**config.mk**
```make
export PLATFORM = sky130hd
export DESIGN_NAME = srrc_tx_ctrl
export DESIGN_NICKNAME = d
export VERILOG_FILES = /design/src/rtl/srrc_pkg.sv /design/src/rtl/srrc_coef_bank.sv /design/src/rtl/srrc_tx_ctrl.sv
export SDC_FILE = /design/constraint.sdc
export NUM_CORES = 1
export LEC_CHECK = 0
export CAP_MARGIN = 25
export CORE_MARGIN = 3
export CORE_UTILIZATION = 50
export DETAILED_ROUTE_END_ITERATION = 12
export HOLD_SLACK_MARGIN = 0.15
export PLACE_DENSITY_LB_ADDON = 0.1
export SYNTH_ARGS = -nofsm -noshare
export SYNTH_HDL_FRONTEND = slang
export SYNTH_SLANG_ARGS = --single-unit
```
**constraint.sdc**
```tcl
create_clock -name i_clk -period 2.1 [get_ports i_clk]
set_input_delay 0.63 -clock i_clk [delete_from_list [all_inputs] [get_ports i_clk]]
set_output_delay 0.63 -clock i_clk [all_outputs]
set_load 0.05 [all_outputs]
```
**src/rtl/srrc_pkg.sv**
```systemverilog
// srrc_pkg: shared widths, timing constants, state encoding and default SRRC coefficients
package srrc_pkg;
    localparam int W     = 18;
    localparam int NCOEF = 9;
    localparam int OSR   = 4;
    localparam int FLUSH = 16;

    typedef enum logic [1:0] {
        S_IDLE  = 2'd0,
        S_RUN   = 2'd1,
        S_DRAIN = 2'd2
    } state_t;

    localparam logic signed [W-1:0] COEF_DEF [NCOEF] = '{
        18'sd314, -18'sd2115, -18'sd5743, -18'sd6936, -18'sd719,
        18'sd15367, 18'sd37897, 18'sd57966, 18'sd66023
    };
endpackage

```
**src/rtl/srrc_coef_bank.sv**
```systemverilog
// srrc_coef_bank: shadow/active coefficient banks; a pending commit copies on the next boundary
module srrc_coef_bank
    import srrc_pkg::*;
(
    input  logic               i_clk,
    input  logic               i_reset,
    input  logic               i_wr,
    input  logic [3:0]         i_addr,
    input  logic [W-1:0]       i_data,
    input  logic               i_commit,
    input  logic               i_boundary,
    output logic               o_pending,
    output logic [NCOEF*W-1:0] o_bus
);
    logic signed [W-1:0] r_shadow [NCOEF];
    logic signed [W-1:0] r_active [NCOEF];
    logic                r_pending;
    logic                w_apply;

    assign w_apply   = r_pending && i_boundary;
    assign o_pending = r_pending;

    always_ff @(posedge i_clk) begin
        if (i_reset) begin
            r_shadow  <= COEF_DEF;
            r_active  <= COEF_DEF;
            r_pending <= 1'b0;
        end else begin
            if (i_wr && i_addr < 4'(NCOEF)) r_shadow[i_addr] <= i_data;
            if (w_apply) r_active <= r_shadow;
            r_pending <= !w_apply && (r_pending || i_commit);
        end
    end

    genvar k;
    generate
        for (k = 0; k < NCOEF; k++) begin : g_bus
            assign o_bus[k*W +: W] = r_active[k];
        end
    endgenerate
endmodule

```
**src/rtl/srrc_tx_ctrl.sv**
```systemverilog
// srrc_tx_ctrl: zero-stuffing symbol sequencer for the SRRC TX filter with boundary-aligned coefficient updates
module srrc_tx_ctrl
    import srrc_pkg::*;
(
    input  logic               i_clk,
    input  logic               i_reset,
    input  logic [W-1:0]       i_sym_in,
    input  logic               i_sym_valid,
    output logic               o_sym_ready,
    output logic [W-1:0]       o_flt_in,
    output logic               o_sym_strobe,
    output logic               o_underrun,
    input  logic               i_coef_wr,
    input  logic [3:0]         i_coef_addr,
    input  logic [W-1:0]       i_coef_data,
    input  logic               i_coef_commit,
    output logic               o_coef_pending,
    output logic [NCOEF*W-1:0] o_coef_bus
);
    localparam int PW = $clog2(OSR);
    localparam int DW = $clog2(FLUSH + 1);

    state_t         r_state, w_state_n;
    logic [PW-1:0]  r_phase, w_phase_n;
    logic [DW-1:0]  r_drain, w_drain_n;
    logic [W-1:0]   r_flt, w_flt_n;
    logic           r_strobe, w_strobe_n;
    logic           r_under, w_under_n;
    logic           w_last;
    logic           w_hs;

    assign w_last      = r_phase == PW'(OSR - 1);
    assign o_sym_ready = !i_reset && (r_state == S_IDLE || w_last);
    assign w_hs        = i_sym_valid && o_sym_ready;

    always_comb begin
        w_state_n  = r_state;
        w_phase_n  = w_last ? '0 : r_phase + 1'b1;
        w_drain_n  = r_drain;
        w_flt_n    = '0;
        w_strobe_n = 1'b0;
        w_under_n  = 1'b0;
        if (w_hs) begin
            w_state_n  = S_RUN;
            w_phase_n  = '0;
            w_drain_n  = '0;
            w_flt_n    = i_sym_in;
            w_strobe_n = 1'b1;
        end else if (r_state == S_RUN) begin
            if (w_last) begin
                w_state_n = S_DRAIN;
                w_drain_n = DW'(1);
                w_under_n = 1'b1;
            end
        end else if (r_state == S_DRAIN) begin
            w_drain_n = r_drain + 1'b1;
            if (r_drain == DW'(FLUSH)) begin
                w_state_n = S_IDLE;
                w_phase_n = '0;
                w_drain_n = '0;
            end
        end else begin
            w_state_n = S_IDLE;
            w_phase_n = '0;
        end
    end

    always_ff @(posedge i_clk) begin
        if (i_reset) begin
            r_state  <= S_IDLE;
            r_phase  <= '0;
            r_drain  <= '0;
            r_flt    <= '0;
            r_strobe <= 1'b0;
            r_under  <= 1'b0;
        end else begin
            r_state  <= w_state_n;
            r_phase  <= w_phase_n;
            r_drain  <= w_drain_n;
            r_flt    <= w_flt_n;
            r_strobe <= w_strobe_n;
            r_under  <= w_under_n;
        end
    end

    assign o_flt_in     = r_flt;
    assign o_sym_strobe = r_strobe;
    assign o_underrun   = r_under;

    // Outside RUN there is no symbol grid to respect, so a pending copy goes at once
    srrc_coef_bank u_bank (
        .i_clk      (i_clk),
        .i_reset    (i_reset),
        .i_wr       (i_coef_wr),
        .i_addr     (i_coef_addr),
        .i_data     (i_coef_data),
        .i_commit   (i_coef_commit),
        .i_boundary (w_hs || r_state != S_RUN),
        .o_pending  (o_coef_pending),
        .o_bus      (o_coef_bus)
    );
endmodule

```
==> out/results.ini, run 1 <==
[worst_setup_path]
path_max_fanout=5
rrSetupSlack_ns=0.30
worstSetupStartpoint=r_phase[0]$_SDFF_PP0_
critPathRequiredTime_ns=1.47
crit_arrival_ns=1.51
worst_path_max_delay_cell=dfxtp_2
crit_end=o_sym_ready
criticalPathCategory=reg2out
rr_endpoint=u_bank.o_bus[9]$_SDFFE_PP0P_
reg2reg_depth=5
end_kind=output port
worst_setup_path_start_kind=flop
reg2reg_from=r_state[0]$_SDFFE_PP0P_
cp_slowest_stage_delay_ns=0.35
cp_cell_sequence=ha_4 > inv_4 > o21ai_4 > nor2b_4 > buf_12

[synth]
yosys.area_share.simple_pct=32.3
synthMuxAreaShare_pct=0
syn_area_um2=12800
synth_warnings=0
synth_compound_area_share_pct=7.06
synthArstFlopShare_pct=0
synth-edff-count=0
synth-seq-cells=354
synth.distinct_cells=38
syn_nets=1595
synth_xor_area_share_pct=0
synthAdderAreaFrac_pct=0.294
synth_flop_cell=dfxtp_1
syn_avg_cell_area_um2=8.26
synth-seq-area-share_pct=55.5
syn_inst=1547
synth_top_family_by_area=simple AND/OR/NAND/NOR gates

[global_route]
grt_max_degree=147
track_usage_pct=24.7
antenna_found_initial=0
grt_pass1_wl_um=55800
grt_overflow=0
grt_pass1_vias=10307

[final_layout]
antennaDiodeCount=0
final_common_cell=nand2_1
nNetsFinal=1808
layout_common_cells=nand2_1 (657), dfxtp_1 (352), buf_4 (218), a21oi_1 (168), nand3b_1 (165)
drive_gt1_share_pct=17.7
postLayoutCellArea_um2=16500
area_growth_pct=29.3
fillerInstances=2133

[pwr]
ir_drop_uv=543
leakagePower_nw=7.04
pwr_density_cell_nw_per_um2=919

[clock_network]
numCtsBuffers=37
hold_buffers=0
htreeDepth=2
clk_latency_ns=0.51
clk_pin_slew_ns=0.06
root_buffer=clkbuf_16
cts_sinks=354
cts_buffer_depth=3
cts_tree=built

[sta]
skew_ns=0.00879
fmax_mhz=468
setup_viol_count_final=1
post-route-min-period_ns=2.14
relSlewSlack_pct=61.9
drv_slew=0
grt_setup_unrepaired=yes
final.setup.tns_ns=-0.0365
hold_slack_ns=0.372
hold_violations=0
finalWorstSetupSlack_ns=-0.0365
worstMarginPinSlew_ns=0.571
period_share_pct=102

[die]
fp.dieW_um=166
start_util_pct=51.6
chipHeight_um=166
die-area_um2=27500
std_cell_rows=57
ioPinCount=229
core_um2=24700

[routing]
wirelength_um=35600
vias_per_cell=5.20
drt.antenna.violating_nets=0
drtPass1Iterations=5
vias=10952
drt-initial-drc-count=965
drc=0
wl_per_cell_um=16.9

[placement]
port_buffers=228
routabilityCongestion=0.777
placed_area_um2=15300
hpwl_um=22500

[status]
outcome=finished, violations left
violations=setup timing

[min_path]
min_path_type=in2reg
min_from=i_reset

[run]
drv_cap=0

worst max-delay path: cells and delay by family, from the launching register on:
| family | cells | cell delay [ns] |
|---|---|---|
| flip-flops | 1 | 0.35 |
| AO/OA/AOI/OAI | 1 | 0.06 |
| AND/OR/NAND/NOR | 1 | 0.22 |
| adder cells (fa/ha/maj) | 1 | 0.17 |
| buffers and inverters | 2 | 0.20 |
power breakdown:
part           total, mW  leakage, nW  internal, mW  switching [mW]
Sequential          7.01         2.88          6.90           0.105
Clock               6.59        0.608          4.00            2.59
Combinational       1.58         3.56         0.536            1.04
Total               15.2         7.04          11.4            3.74
cell type report:
class | count | area [µm²] | share of cell area (%)
tap | 324 | 405 | 2.45
inverter | 3 | 13.8 | 0.0833
timing repair buffer | 300 | 2660 | 16.1
sequential | 354 | 7090 | 42.9
multi-input combinational | 1064 | 5110 | 31.0
clock inverter | 6 | 91.3 | 0.553
clock buffer | 57 | 1140 | 6.92
registers in the layout (all words and copies together), names as in the netlist:
signal,flops
o_flt_in,18
o_underrun,1
r_state,2
u_bank.o_pending,1
u_bank.o_bus,162
u_bank.r_shadow,162
o_sym_strobe,1
r_phase,2
r_drain,5
synthesized netlist by cell type (3+ instances only):
library cell | n | area, µm²
and3_1 | 18 | 113
buf_6 | 6 | 67.6
inv_1 | 3 | 11.3
a21oi_1 | 168 | 841
nand3_1 | 9 | 45.0
ha_1 | 3 | 37.5
nor2_1 | 5 | 18.8
nand2b_1 | 5 | 31.3
buf_4 | 14 | 105
a31oi_1 | 3 | 18.8
clkbuf_1 | 69 | 259
nor2b_1 | 3 | 18.8
nand2_1 | 657 | 2470
buf_2 | 36 | 180
dfxtp_1 | 354 | 7090
and2_1 | 3 | 18.8
nand3b_1 | 165 | 1240
layer usage:
metal  share of wire [%]  up-vias  track usage, %
met5                   0        -               0
met1                  46     5189            34.1
met3                 5.7       50            4.02
li1                    -     5387               -
met2                  47      326            40.9
met4                 1.8        0            5.71
per-stage QoR:
step	total power [mW]	utilization [%]	std cells	setup slack [ns]
4_1_cts	15.3	66.7	2106	-0.0362
2_1_floorplan	8.14	-	1547	0.0377
5_1_grt	15.7	66.7	2108	-0.0886
6_report	15.2	66.7	2108	-0.0365
3_3_place_gp	8.72	61.6	2043	-0.0985
3_5_place_dp	8.74	61.6	2043	-0.138
kinds of logic (layout without fill, tap and decap cells):
family | Yosys count | after routing
simple gates | 884 | 884
fa+ha+maj | 3 | 3
buf+inv | 129 | 366
compound gates | 177 | 177
flops | 354 | 354
timing repair:
item | 4_1_cts | 5_1_grt
endpoints found under the setup margin | 17 | 1
hold endpoints to repair | 0 | 0
gates resized for setup | 26 | 1
buffers inserted | 0 | 2
pin swaps | 1 | 1
worst min path at each step:
| stage | endpoint | slack [ns] | cells past startpoint |
|---|---|---|---|
| after floorplan | r_phase[0]$_SDFF_PP0_ | 0.41 | 1 |
| after global placement | r_phase[0]$_SDFF_PP0_ | 0.41 | 1 |
| after detailed placement | r_phase[0]$_SDFF_PP0_ | 0.43 | 1 |
| after CTS | r_state[0]$_SDFFE_PP0P_ | 0.35 | 2 |
| after global routing | r_state[0]$_SDFFE_PP0P_ | 0.36 | 2 |
| final | r_state[0]$_SDFFE_PP0P_ | 0.37 | 2 |
Note: power is estimated with default switching activity, not from simulation.
==> inputs of run 2 (changes only) <==
Settings changed: CORE_UTILIZATION 50 to 30.
==> run 2 against run 1 <==
The run still ends with setup timing left. Routed wire length increased by 18%. Critical path depth unchanged. Flip-flop and latch count unchanged. Critical path type unchanged.
==> out/results.ini, run 2 (same netlist as run 1, synthesis figures left out) <==
[pwr]
clkPwrFrac_pct=44.2
p_int_mw=11.5
ir_drop_uv=442
power_mw=15.5
leakagePower_nw=7.09
p_sw_share_pct=25.5
p_seq_share_pct=45.4
combPwrFrac_pct=10.5
p_switching_mw=3.94
pwr_density_cell_nw_per_um2=917

[sta]
final.setup.tns_ns=-0.0168
hold_slack_ns=0.314
period_share_pct=101
finalWorstSetupSlack_ns=-0.0168
post-route-min-period_ns=2.12
relSlewSlack_pct=53.1
hold_violations=0
skew_ns=0.0159
worstMarginPinSlew_ns=0.704
setup_viol_count_final=1
grt_setup_unrepaired=yes
fmax_mhz=472
drv_slew=0

[clock_network]
cts_sinks=354
hold_buffers=0
numCtsBuffers=41
clk_pin_slew_ns=0.06
cts_tree=built
cts_buffer_depth=3
root_buffer=clkbuf_16
htreeDepth=2
clk_latency_ns=0.55

[routing]
wl_per_cell_um=18.0
drt.antenna.violating_nets=0
drc=0
drtPass1Iterations=7
wirelength_um=41800
drt-initial-drc-count=664
vias_per_cell=4.67
vias=10870

[worst_setup_path]
crit_end=o_sym_ready
reg2reg_depth=5
path_delay_family=flip-flops
path_max_fanout=4
cp_cell_sequence=ha_4 > inv_4 > o21ai_2 > nor2b_4 > buf_12
end_kind=output port
worstSetupStartpoint=r_phase[0]$_SDFF_PP0_
rr_endpoint=u_bank.o_bus[19]$_SDFFE_PP0P_
worst_path_max_delay_cell=dfxtp_2
rrSetupSlack_ns=0.35
crit_arrival_ns=1.49
worst_setup_path_start_kind=flop
worst-path-stages=5
criticalPathCategory=reg2out
cp_num_buf_inv=2
cp_slowest_stage_delay_ns=0.35
critPathRequiredTime_ns=1.47
reg2reg_from=r_state[0]$_SDFFE_PP0P_

[final_layout]
antennaDiodeCount=0
nNetsFinal=1816
area_growth_pct=32.0
final_common_cell=nand2_1
layout_common_cells=nand2_1 (657), dfxtp_1 (352), buf_4 (218), a21oi_1 (168), nand3b_1 (165)
fillerInstances=4267
drive_gt1_share_pct=17.7
postLayoutCellArea_um2=16900

[placement]
port_buffers=228
hpwl_um=26800
placed_area_um2=15600
routabilityCongestion=0.769

[die]
std_cell_rows=74
core_um2=41500
fp.dieW_um=212
die-area_um2=45100
ioPinCount=229
start_util_pct=30.8
chipHeight_um=212

[status]
outcome=finished, violations left
violations=setup timing

[global_route]
track_usage_pct=18.1
antenna_found_initial=0
grt_max_degree=180
grt_pass1_vias=10383
grt_pass1_wl_um=62900
grt_overflow=0

[run]
drv_cap=0

[min_path]
min_path_type=in2reg

-- run 2: changes by cell type in the layout (fill, tap and decap cells not counted), sizes merged --
cell and delta:
buf +1, clkinv +2, inv -2, dlygate4sd2 +3, clkbuf +9, bufinv -2
-- run 2: how the worst min path moves through the flow --
stage                                    to  slack (ns)                  start  cells past startpoint
global placement      r_phase[0]$_SDFF_PP0_        0.41  r_phase[0]$_SDFF_PP0_                      1
global route        r_state[0]$_SDFFE_PP0P_        0.29                i_reset                      2
detailed placement    r_phase[0]$_SDFF_PP0_        0.44  r_phase[0]$_SDFF_PP0_                      1
finish              r_state[0]$_SDFFE_PP0P_        0.31                i_reset                      2
floorplan             r_phase[0]$_SDFF_PP0_        0.41  r_phase[0]$_SDFF_PP0_                      1
CTS                 r_state[0]$_SDFFE_PP0P_        0.27                i_reset                      2
-- run 2: repair_timing --
item,in CTS,in global routing
endpoints found under the setup margin,20,1
setup buffers,0,3
hold endpoints to repair,0,0
gates resized for setup,27,2
pin swaps,0,1
-- run 2: area by class of cell --
type / count / area (µm²) / share of cell area [%]
Clock buffer: 66 / 1260 / 7.48
Multi-Input combinational cell: 1064 / 5110 / 30.3
Sequential cell: 354 / 7090 / 42.0
Clock inverter: 4 / 23.8 / 0.141
Inverter: 3 / 13.8 / 0.0816
Tap cell: 532 / 666 / 3.95
Timing Repair Buffer: 304 / 2710 / 16.1
-- run 2: power by group through the flow --
stage	clock network [mW]	logic (mW)	registers (mW)
4_1_cts	7.08	1.64	7.02
3_5_place_dp	0	1.65	7.17
5_1_grt	7.34	1.74	7.04
6_report	6.84	1.62	7.02
3_3_place_gp	0	1.64	7.16
2_1_floorplan	0	0.575	7.57
-- run 2: per-stage QoR --
step | instances | setup WS (ns) | util, %
2_1_floorplan | 1547 | 0.0377 | -
3_3_place_gp | 2254 | -0.179 | 37.5
3_5_place_dp | 2254 | -0.177 | 37.5
4_1_cts | 2324 | -0.0761 | 40.6
5_1_grt | 2327 | -0.0705 | 40.7
6_report | 2327 | -0.0168 | 40.7
-- run 2: per-layer routing --
| metal | up-vias | part of all wire, % | routed length (µm) | track usage [%] |
|---|---|---|---|---|
| li1 | 5433 | - | - | - |
| met1 | 5123 | 48 | 20000 | 25.6 |
| met2 | 259 | 45 | 18900 | 28.6 |
| met3 | 55 | 4.7 | 1980 | 2.98 |
| met4 | 0 | 2.1 | 869 | 5.39 |
| met5 | - | 0 | 0 | 0 |
==> inputs of run 3 (changes only) <==
Settings changed: CAP_MARGIN 25 to 15.
Clock period 2.1 ns to 1.95 ns, I/O delays scaled along.
==> run 3 against run 2 <==
The run still ends with setup timing left. Die area is the same. Cell area grew 1.4%. Core utilization grew 0.58 points. First-iteration DRC count grew 11%. Register-to-register slack lost 0.08 ns. Clock power grew 11%. Via count shrank 0.54%. Global-route usage grew 0.34 points. Sequential power grew 7.7%. Cell count grew 0.13%. Critical path depth is the same. Non-clock buffer count grew 1. Largest cell class unchanged. Highest routed layer unchanged.
==> out/results.ini, run 3 (same netlist as run 1, synthesis figures left out) <==
[routing]
vias=10811
drc=0
drt-initial-drc-count=740
vias_per_cell=4.64
drtPass1Iterations=5
wirelength_um=42600
wl_per_cell_um=18.3
drt.antenna.violating_nets=0

[min_path]
hold_path_depth=1
min_path_type=reg2reg

[die]
fp.dieW_um=212
start_util_pct=30.8
ioPinCount=229
core_um2=41500
std_cell_rows=74
die-area_um2=45100
chipHeight_um=212

[final_layout]
nNetsFinal=1817
layout_common_cells=nand2_1 (657), dfxtp_1 (352), buf_4 (221), a21oi_1 (168), nand3b_1 (165)
final_common_cell=nand2_1
area_growth_pct=33.9
drive_gt1_share_pct=19.3
utilization_pct=41.2
antennaDiodeCount=0

[clock_network]
cts_tree=built
root_buffer=clkbuf_16
cts_sinks=354
postCtsSetupRepairBufs=0
hold_buffers=0
clk_pin_slew_ns=0.06
clk_latency_ns=0.55
numCtsBuffers=41
cts_buffer_depth=3
htreeDepth=2

[pwr]
ir_drop_uv=514
leakagePower_nw=7.15
pwr_density_cell_nw_per_um2=993

[global_route]
grt_pass1_vias=10470
antenna_found_initial=0
grt_pass1_wl_um=63800
grt_overflow=0
grt_max_degree=102
track_usage_pct=18.5

[sta]
post-route-min-period_ns=2.05
hold_slack_ns=0.434
grt_setup_unrepaired=yes
period_share_pct=105
hold_violations=0
worstMarginPinSlew_ns=0.459
relSlewSlack_pct=69.4
drv_slew=0
fmax_mhz=487
skew_ns=0.0182
setup_viol_count_final=1
finalWorstSetupSlack_ns=-0.101

[placement]
pre_cts_slack_ns=-0.302
hpwl_um=27400
port_buffers=228
routabilityCongestion=0.768

[worst_setup_path]
critPathRequiredTime_ns=1.36
reg2reg_depth=8
end_kind=output port
path_max_fanout=2
criticalPathCategory=reg2out
worst_setup_path_start_kind=flop
crit_arrival_ns=1.47

[status]
outcome=finished, violations left
violations=setup timing

[run]
drv_cap=0

==> run 3: cell count changes in the layout (fill, tap and decap cells not counted), sizes merged <==
cell / previous run / this run
buf: 241 / 261
dlygate4sd2: 19 / 0
clkbuf: 67 / 59
clkinv: 3 / 8
bufinv: 0 / 2
clkinvlp: 0 / 2
inv: 4 / 5
==> run 3: area by class of cell <==
class,count,area (µm²)
Sequential cell,354,7090
Clock inverter,14,133
Fill cell,4289,24400
Clock buffer,58,1200
Multi-Input combinational cell,1064,5110
Timing Repair Buffer,305,2900
Inverter,3,11.3
Tap cell,532,666
==> run 3: worst max-delay path: stages (launching register included) <==
cell and delay [ns]:
dfxtp_2 0.34, ha_4 0.13, inv_2 0.04, o21ai_2 0.06, nor2b_4 0.20, buf_12 0.15
==> run 3: layer usage <==
metal	wire length (µm)	part of all wire, %	GRT usage (%)	vias up
li1	-	-	-	5415
met1	20300	48	26.0	5102
met2	19600	46	29.6	239
met3	1870	4.4	2.92	55
met4	827	1.9	5.05	0
met5	0	0	0	-
==> run 3: power breakdown <==
group / switching [mW] / internal (mW) / leakage, nW / total (mW)
Clock: 3.07 / 4.54 / 0.660 / 7.61
Combinational: 1.18 / 0.636 / 3.62 / 1.82
Sequential: 0.121 / 7.43 / 2.88 / 7.56
==> run 3: path summary, 6_finish.rpt <==
| kind | startpoint | slack [ns] | end |
|---|---|---|---|
| max reg2reg | r_phase[1]$_SDFF_PP0_ | 0.27 | u_bank.o_bus[116]$_SDFFE_PP0P_ |
| min | r_phase[0]$_SDFF_PP0_ | 0.43 | r_phase[0]$_SDFF_PP0_ |
| min reg2reg | r_phase[0]$_SDFF_PP0_ | 0.43 | r_phase[0]$_SDFF_PP0_ |
| max | r_phase[1]$_SDFF_PP0_ | -0.10 | o_sym_ready |
==> run 3: what timing repair did <==
item / CTS / global route
pin swaps: 1 / 0
endpoints found under the setup margin: 1 / 1
resized for setup: 9 / 0
==> run 3: per-stage QoR <==
stage / area, µm² / power (mW) / std cells / TNS [ns]
final: 17100 / 17.0 / 2330 / -0.101
after global routing: 17100 / 17.6 / 2330 / -0.179
after CTS: 17100 / 17.3 / 2330 / -0.164
after detailed placement: 15800 / 9.55 / 2258 / -53.25
after global placement: 15800 / 9.54 / 2258 / -48.41
after floorplan: 12800 / 8.77 / 1547 / 0
